[src/rtl/display_pkg.sv]
// ============================================================================
// Module      : display_pkg
// Description : Shared seven-segment display types, glyph constants and the
//               nibble-to-segment decode function.
// Revision    : 1.0 - initial release
// ============================================================================
`default_nettype none

package display_pkg;

    // Widest display the scanner supports; the anode bus is sized for this.
    localparam int MAX_DIGITS = 8;

    // Segment vector ordered {g,f,e,d,c,b,a}, active-low (0 = segment lit).
    typedef logic [6:0] seg_t;

    // One BCD digit as delivered by the upstream BCD peripheral.
    typedef logic [3:0] nibble_t;

    localparam seg_t SEG_0    = 7'b1000000;
    localparam seg_t SEG_1    = 7'b1111001;
    localparam seg_t SEG_2    = 7'b0100100;
    localparam seg_t SEG_3    = 7'b0110000;
    localparam seg_t SEG_4    = 7'b0011001;
    localparam seg_t SEG_5    = 7'b0010010;
    localparam seg_t SEG_6    = 7'b0000010;
    localparam seg_t SEG_7    = 7'b1111000;
    localparam seg_t SEG_8    = 7'b0000000;
    localparam seg_t SEG_9    = 7'b0010000;
    localparam seg_t SEG_DASH = 7'b0111111;
    localparam seg_t SEG_OFF  = 7'b1111111;

    // Nibble-to-segment mapping: nibble_t -> seg_t. Non-BCD codes show a dash
    // so a corrupted upstream value is visible rather than silently wrong.
    function automatic seg_t nibble_to_seg(input nibble_t nib);
        seg_t seg;
        case (nib)
            4'd0:    seg = SEG_0;
            4'd1:    seg = SEG_1;
            4'd2:    seg = SEG_2;
            4'd3:    seg = SEG_3;
            4'd4:    seg = SEG_4;
            4'd5:    seg = SEG_5;
            4'd6:    seg = SEG_6;
            4'd7:    seg = SEG_7;
            4'd8:    seg = SEG_8;
            4'd9:    seg = SEG_9;
            default: seg = SEG_DASH;
        endcase
        return seg;
    endfunction

endpackage

`default_nettype wire

[src/rtl/seg7_decode.sv]
// ============================================================================
// Module      : seg7_decode
// Description : Combinational BCD nibble to active-low seven-segment decoder.
// Revision    : 1.0 - initial release
// ============================================================================
`default_nettype none

module seg7_decode
    import display_pkg::*;
(
    input  logic [3:0] i_nib,
    output logic [6:0] o_seg
);

    // Pure lookup; the caller registers the result.
    assign o_seg = nibble_to_seg(i_nib);

endmodule

`default_nettype wire

[src/rtl/peri_7seg_scan.sv]
// ============================================================================
// Module      : peri_7seg_scan
// Description : Time-multiplexed seven-segment scanner. Snapshots the packed
//               BCD word once per frame and lights one digit per slot, with
//               a blanking gap at the start of every slot against ghosting.
//               Optional macro LEADING_ZERO_BLANK_EN suppresses leading zeros.
// Revision    : 1.0 - initial release
// ============================================================================
`default_nettype none

module peri_7seg_scan
    import display_pkg::*;
#(
    parameter int N_DIGITS    = 6,
    parameter int REFRESH_DIV = 100000,
    parameter int BLANK_CYC   = 4
)
(
    input  logic        clk_i,
    input  logic        rst_i,
    input  logic        en_i,
    input  logic [31:0] bcd_i,
    input  logic [7:0]  dp_i,
    output logic [7:0]  an_o,
    output logic [6:0]  seg_o,
    output logic        dp_o,
    output logic        frame_o
);

    localparam int              PW          = $clog2(REFRESH_DIV);
    localparam logic [PW-1:0]   C_PCNT_LAST = PW'(REFRESH_DIV - 1);
    localparam logic [PW:0]     C_BLANK     = (PW + 1)'(BLANK_CYC);
    localparam logic [2:0]      C_IDX_LAST  = 3'(N_DIGITS - 1);

    logic [PW-1:0] r_pcnt;
    logic [2:0]    r_idx;
    logic [31:0]   r_bcd;
    logic [7:0]    r_dpq;
    logic          r_first;
    logic          r_frame;
    logic [7:0]    r_an;
    seg_t          r_seg;
    logic          r_dp;

    logic          w_tc;
    logic          w_wrap;
    logic          w_snap;
    logic [3:0]    w_nib;
    seg_t          w_seg_dec;
    logic          w_show;
    logic          w_lit;

    assign w_tc   = (r_pcnt == C_PCNT_LAST);
    assign w_wrap = w_tc && (r_idx == C_IDX_LAST);
    // The first cycle after reset behaves like a frame wrap so the display
    // does not sit on the all-zero reset snapshot for a whole frame.
    assign w_snap = w_wrap || r_first;

    // Prescaler and digit index; held on the post-reset snapshot cycle so the
    // first slot is full length and aligned with the frame pulse.
    always_ff @(posedge clk_i or negedge rst_i) begin
        if (!rst_i) begin
            r_pcnt <= '0;
            r_idx  <= 3'd0;
        end else if (r_first) begin
            r_pcnt <= '0;
            r_idx  <= 3'd0;
        end else if (w_tc) begin
            r_pcnt <= '0;
            r_idx  <= w_wrap ? 3'd0 : r_idx + 3'd1;
        end else begin
            r_pcnt <= r_pcnt + PW'(1);
        end
    end

    // Frame snapshot of BCD word and decimal points; no tearing mid-frame.
    always_ff @(posedge clk_i or negedge rst_i) begin
        if (!rst_i) begin
            r_bcd   <= 32'd0;
            r_dpq   <= 8'd0;
            r_first <= 1'b1;
        end else begin
            r_first <= 1'b0;
            if (w_snap) begin
                r_bcd <= bcd_i;
                r_dpq <= dp_i;
            end
        end
    end

    assign w_nib = r_bcd[{r_idx, 2'b00} +: 4];

    seg7_decode u_dec (
        .i_nib (w_nib),
        .o_seg (w_seg_dec)
    );

`ifdef LEADING_ZERO_BLANK_EN
    logic [2:0] w_msd;

    // Highest digit holding a non-zero nibble or a lit decimal point.
    always_comb begin
        w_msd = 3'd0;
        for (int k = 1; k < N_DIGITS; k++) begin
            if ((r_bcd[4*k +: 4] != 4'd0) || r_dpq[k]) begin
                w_msd = 3'(k);
            end
        end
    end

    assign w_show = (r_idx <= w_msd);
`else
    assign w_show = 1'b1;
`endif

    assign w_lit = en_i && w_show && ({1'b0, r_pcnt} >= C_BLANK);

    // Registered pin drivers: one cycle behind the scan state.
    always_ff @(posedge clk_i or negedge rst_i) begin
        if (!rst_i) begin
            r_an    <= 8'hFF;
            r_seg   <= SEG_OFF;
            r_dp    <= 1'b1;
            r_frame <= 1'b0;
        end else begin
            r_frame <= w_snap;
            if (w_lit) begin
                r_an  <= ~(8'd1 << r_idx);
                r_seg <= w_seg_dec;
                r_dp  <= ~r_dpq[r_idx];
            end else begin
                r_an  <= 8'hFF;
                r_seg <= SEG_OFF;
                r_dp  <= 1'b1;
            end
        end
    end

    assign an_o    = r_an;
    assign seg_o   = r_seg;
    assign dp_o    = r_dp;
    assign frame_o = r_frame;

endmodule

`default_nettype wire
[config.mk]
export PLATFORM = sky130hd
export DESIGN_NAME = peri_7seg_scan
export DESIGN_NICKNAME = d
export VERILOG_FILES = /design/src/rtl/display_pkg.sv /design/src/rtl/seg7_decode.sv /design/src/rtl/peri_7seg_scan.sv
export SDC_FILE = /design/constraint.sdc
export NUM_CORES = 1
export LEC_CHECK = 0
export BUFFER_PORTS_ARGS = -buffer_cell sky130_fd_sc_hd__buf_2
export CAP_MARGIN = 10
export CORE_MARGIN = 2
export CORE_UTILIZATION = 45
export DETAILED_ROUTE_END_ITERATION = 10
export MAX_ROUTING_LAYER = met4
export PLACE_DENSITY_LB_ADDON = 0.05
export SLEW_MARGIN = 20
export SYNTH_ARGS = -nofsm -noshare
export SYNTH_HDL_FRONTEND = slang
export SYNTH_SLANG_ARGS = --single-unit
[constraint.sdc]
create_clock -name clk_i -period 6.5 [get_ports clk_i]
set_clock_uncertainty 0.05 [all_clocks]
set_input_delay 0.975 -clock clk_i [delete_from_list [all_inputs] [get_ports clk_i]]
set_output_delay 0.975 -clock clk_i [all_outputs]
set_load 0.01 [all_outputs]
# Word level (Yosys, flattened, before mapping)
# Memory sizes are Yosys's and may differ from the RTL's.
# Cells that the tools add are included.
# W data, S select, Z words.
[totals]
ff_bits = 78
rom_bits = 112
in_bits = 43
output_inout_bits = 17
wordCells = 34
memories = 1
[op_classes]
add_sub_neg = 2
magnitude_cmp = 2
n_eq_ne = 2
shifts = 2
muxes = 10
bitwise_logic = 2
n_reduce_logical = 4
[memory_table]
columns = ["memory", "depth", "width", "rd", "rd_ports_with_merged_regs", "write_ports", "line_no", "source"]
rows = [
  ["(no name shown)", 16, 7, 1, 0, 0, "display_pkg.sv:37", "case (nib)"],
]
[ops]
columns = ["operator", "count"]
rows = [
  ["$mux W17", 2],
  ["$shiftx A32 B6 Y4", 1],
  ["$add A17 B1 Y17 const B", 1],
  ["$eq A17 B17 Y1 const B", 1],
  ["$ge A17 B3 Y1 const B", 1],
  ["$mux W3", 3],
  ["$mux W8", 1],
  ["$not A8 Y8", 1],
  ["$shl A1 B3 Y8 const A", 1],
  ["$mux W7", 1],
  ["$lt A3 B4 Y1 const B", 1],
  ["$add A3 B1 Y3 const B", 1],
  ["$bmux W1 S3", 1],
  ["$eq A3 B3 Y1 const B", 1],
  ["$logic_and A1 B1 Y1", 2],
  ["$mux W1", 2],
  ["$reduce_bool A2 Y1", 1],
  ["$logic_or A1 B1 Y1", 1],
  ["$not A1 Y1", 1],
]

# Longest topological paths before layout
[logic_depth]
word_depth = 5
depth_mapped = 8
depth_no_buf = 7

# Cells and area by module
# A second synthesis with hierarchy kept.
[unflattened]
cells_unflattened = 302
hier_area_um2 = 3862.5
[modules_own_cells]
columns = ["mod", "n_inst", "cells_per_inst", "area_per_inst_um2", "seq_area_each_um2"]
rows = [
  ["peri_7seg_scan", 1, 269, 3657.3, 1973.1],
  ["seg7_decode", 1, 33, 205.2, 0.0],
]

# Least setup slack after synthesis
# OpenSTA, ideal clock, no wires.
[synth_path]
kind = "register -> register"
startpoint = "register r_idx[0]"
endpoint = "register r_seg[1], in the netlist seg_o[1]"
setup_time_ns = 0.097
arrival_ns = 2.016
required_time_ns = 6.353
slack_ns = 4.337
path_stages_with_launch = 8
n_path_buf = 1
synth_period_minus_slack_ns = 2.163
cell_sequence = "dfrtp_1 -> buf_2 -> mux4_2 -> mux2_2 -> inv_1 -> ha_1 -> nor2_1 -> o21ai_0"
[synth_via]
elab_chain_len = 3
[synth_lines]
columns = ["item", "line_no", "source"]
rows = [
  ["start: declaration", "peri_7seg_scan.sv:36", "logic [2:0] r_idx;"],
  ["start signal: assignment", "peri_7seg_scan.sv:70", "r_idx <= w_wrap ? 3'd0 : r_idx + 3'd1;"],
  ["$shiftx A32 B6 Y4", "peri_7seg_scan.sv:91", "assign w_nib = r_bcd[{r_idx, 2'b00} +: 4];"],
  ["$mem_v2 Z16 W7", "-", ""],
  ["$mux W7", "peri_7seg_scan.sv:127", "if (w_lit) begin"],
  ["end signal: assignment", "peri_7seg_scan.sv:129", "r_seg <= w_seg_dec;"],
  ["end: declaration", "peri_7seg_scan.sv:42", "seg_t r_seg;"],
]
# No other way between the ends.
# A chain may end at the register's enable or synchronous reset.

# Worst setup path in the final report
[layout_path]
startpoint = "register r_idx[1]"
endpoint = "register r_dpq[1]"
[layout_via]
elab_chain_len = 3
[layout_lines]
columns = ["item", "line_no", "source"]
rows = [
  ["$eq A3 B3 Y1", "peri_7seg_scan.sv:54", "assign w_wrap = w_tc && (r_idx == C_IDX_LAST);"],
  ["$logic_and A1 B1 Y1", "peri_7seg_scan.sv:54", ""],
  ["$logic_or A1 B1 Y1", "peri_7seg_scan.sv:57", "assign w_snap = w_wrap || r_first;"],
  ["end signal: assignment", "peri_7seg_scan.sv:86", "r_dpq <= dp_i;"],
  ["end: declaration", "peri_7seg_scan.sv:38", "logic [7:0] r_dpq;"],
]
# No other way between the ends.

==> flow_summary.ini <==
[floorplanning]
rows = 33
fp.dieW_um = 95.7
initial_core_util_pct = 46.3
core_sq_mm = 0.00818
io-pin-count = 60
die_h_um = 95.7
die_area_sq_mm = 0.00916

[finish]
drive_gt1_share_pct = 44.2
finalNonFillerCells = 447
nets = 393
fill_cells = 734
diodes = 0
synthToLayoutAreaGrowth_pct = 15.5

[worst_setup_path]
critPathCaptureType = flop
reg2reg_from = r_idx[1]
endpoint = r_dpq[1]
critPathBufInv = 2
crit_slowest_cell = dfrtp_1
cp.arrival_ps = 2870
crit_required_ps = 6670
cp_max_fo = 41
cp-start-kind = flop
worstReg2RegEnd = r_dpq[1]
r2r_setup_slack_ps = 3800
crit_family = buffers and inverters
path_cells = inv_1, ha_1, and2_1, a31oi_4, buf_4, mux2_2
reg2regPathDepth = 6
crit_start = r_idx[1]
max_stage_delay_ps = 710
crit_type = reg -> reg
critical_path_depth = 6

[logic_synthesis]
netlist_top_cells_count = 61 x dfrtp_1, 39 x mux2_4, 17 x dfstp_2
synthAdderAreaFrac_pct = 4.30
synth_compound_area_share_pct = 4.96
syn_area_per_cell_sq_um = 13.8
synth_seq_area_share_pct = 52.1
synthTopCellsByArea = dfrtp_1 40%, mux2_4 15%, dfstp_2 12%, mux4_2 6.0%, ha_1 4.3%
yosys_warnings = 0
synth_top_area_share_pct = 40.3
synthArstFlopShare_pct = 100
synth_nets = 331
synthXorXnorAreaFrac_pct = 1.85
synth.mux.area_fraction_pct = 24.2
synthDistinctLibCells = 36
yosysTopAreaCell = dfrtp_1
synthCells = 275
synth_top_family_by_area = multiplexers
ys.flop_type = dfrtp_1
synth.most_common_cell = dfrtp_1
netlist_area_sq_mm = 0.00378
synth_edf_count = 0
yosys.area_share.simple_pct = 9.06
ys_ff_latch = 78

[pwr]
clock_power_share_pct = 35.6
netSwitchingFraction_pct = 23.3
p_switching_w = 0.000233
power.density_mw_per_mm2 = 230
pwr-share-seq_pct = 53.1
vdd_drop_max_v = 0.000114
p_leak_nw = 2.00
combPwrFrac_pct = 11.4
total_power_w = 0.00100
p_int_w = 0.000770

[routing]
drc_errors = 0
wl_um = 6880
postRouteAntennaNets = 0
num_vias = 2300
vias_per_cell = 5.15
dr.pass1.iters = 4
drt_iter0_drc = 112
wire_per_inst_um = 15.4

[place]
portBuffers = 59
placed_cells = 430
dp_hpwl_um = 4700
place.gp.congestion = 0.747
place_ws_ps = 3800

[clocking]
clk_latency_ps = 340
clock_path_buffers = 2
htreeDepth = 3
postCtsSetupRepairBufs = 0
cts_hold_buf = 0
cts-resized-gates = 0
cts_tree = done
clkTransAtPathRegs_ps = 70
cts_inserted_buffers = 9
cts_sinks = 78
root_buffer = clkbuf_8

[sta]
fin_crit_sh_pct = 41.5
layout_min_cycle_time_ps = 2700
setup-tns-final_ps = 0
timing.fmax_mhz = 371
worst_slack_ps = 3800
rsz0062_at_grt = no
setup_viol = 0
slew_headroom_pct = 50.4
final_hold_viol_count = 0
finalMaxSlewViolations = 0
worstMarginPinSlew_ps = 744
timing.hold.ws_ps = 460

[global_routing]
grt_overflow = 0
grt_pass1_wl_um = 11800
grt_max_degree = 79
grt_pass1_vias = 2261
grt.total_usage_pct = 17.5
antenna_found_initial = 0

[flow_run]
cap_violations = 0

[min_path]
hold_path_depth = 1
hold_class = reg -> reg

[run_status]
outcome = finished, final reports clean
power by group through the flow:
stage / combinational (W) / clock (W) / sequential (W)
floorplan: 0.0000804 / 0 / 0.000536
global placement: 0.000113 / 0 / 0.000541
detailed placement: 0.000114 / 0 / 0.000541
CTS: 0.000114 / 0.000370 / 0.000533
global route: 0.000127 / 0.000394 / 0.000537
finish: 0.000114 / 0.000357 / 0.000532
cell usage in the layout (no fill, tap or decap), types with 2 or more instances in the layout:
cell type | Yosys | routed
clkinv_2 | 0 | 2
o21ai_0 | 9 | 9
mux2_4 | 39 | 39
and2_1 | 6 | 6
nor2_1 | 13 | 13
a32oi_1 | 4 | 4
mux2_2 | 5 | 5
a21oi_1 | 8 | 8
clkbuf_1 | 3 | 2
and3_1 | 3 | 3
xor2_1 | 6 | 6
inv_1 | 14 | 14
dfstp_2 | 17 | 17
o22ai_1 | 2 | 2
dfrtp_1 | 61 | 61
mux2i_1 | 5 | 5
or3_1 | 6 | 6
or4_1 | 3 | 3
buf_4 | 0 | 2
mux4_2 | 10 | 10
nand3_1 | 9 | 9
nand4_1 | 5 | 5
ha_1 | 13 | 13
clkbuf_8 | 0 | 10
xnor2_1 | 2 | 2
nand2_1 | 14 | 14
buf_2 | 3 | 58
sequential cells by signal, indices dropped and copies added, names as in the netlist:
signal / count
r_bcd: 32
r_first: 1
seg_o: 7
dp_o: 1
r_pcnt: 17
r_dpq: 8
frame_o: 1
an_o: 8
r_idx: 3
kinds of logic after synthesis:
group,count (synthesis)
mux,59
xor+xnor,8
compound gates,28
flops,78
fa+ha+maj,13
buf+inv,25
other cells,1
simple gates,63
worst min path at each step:
stage | from | end | slack, ps
detailed placement | r_bcd[18] | r_bcd[18] | 440
floorplan | r_dpq[1] | r_dpq[1] | 420
global route | r_bcd[4] | r_bcd[4] | 480
finish | r_dpq[3] | r_dpq[3] | 460
global placement | r_bcd[23] | r_bcd[23] | 440
CTS | r_bcd[23] | r_bcd[23] | 460
routing by layer:
layer  wire, um  up-vias  part of all wire, %  track usage (%)
met5          0        -                    0                -
met4        102        0                  1.5             6.79
met3        296       11                  4.3             3.05
met2       2860       66                   41             22.1
met1       3630     1120                   53             27.7
li1           -     1103                    -                -
per-stage QoR:
| stage | instance area, sq um | utilization (%) |
|---|---|---|
| 2_1_floorplan | 3780 | - |
| 3_3_place_gp | 4150 | 50.8 |
| 3_5_place_dp | 4150 | 50.8 |
| 4_1_cts | 4340 | 53.1 |
| 5_1_grt | 4370 | 53.5 |
| 6_report | 4370 | 53.5 |
cell type report:
class | count | area (sq um) | area share (%)
sequential | 78 | 1970 | 45.1
clock inverter | 4 | 47.5 | 1.09
multi-input combinational | 172 | 1680 | 38.5
inverter | 15 | 56.3 | 1.29
tap | 105 | 131 | 3.01
clock buffer | 12 | 145 | 3.32
timing repair buffer | 61 | 333 | 7.62
(Power assumes the default switching activity.)
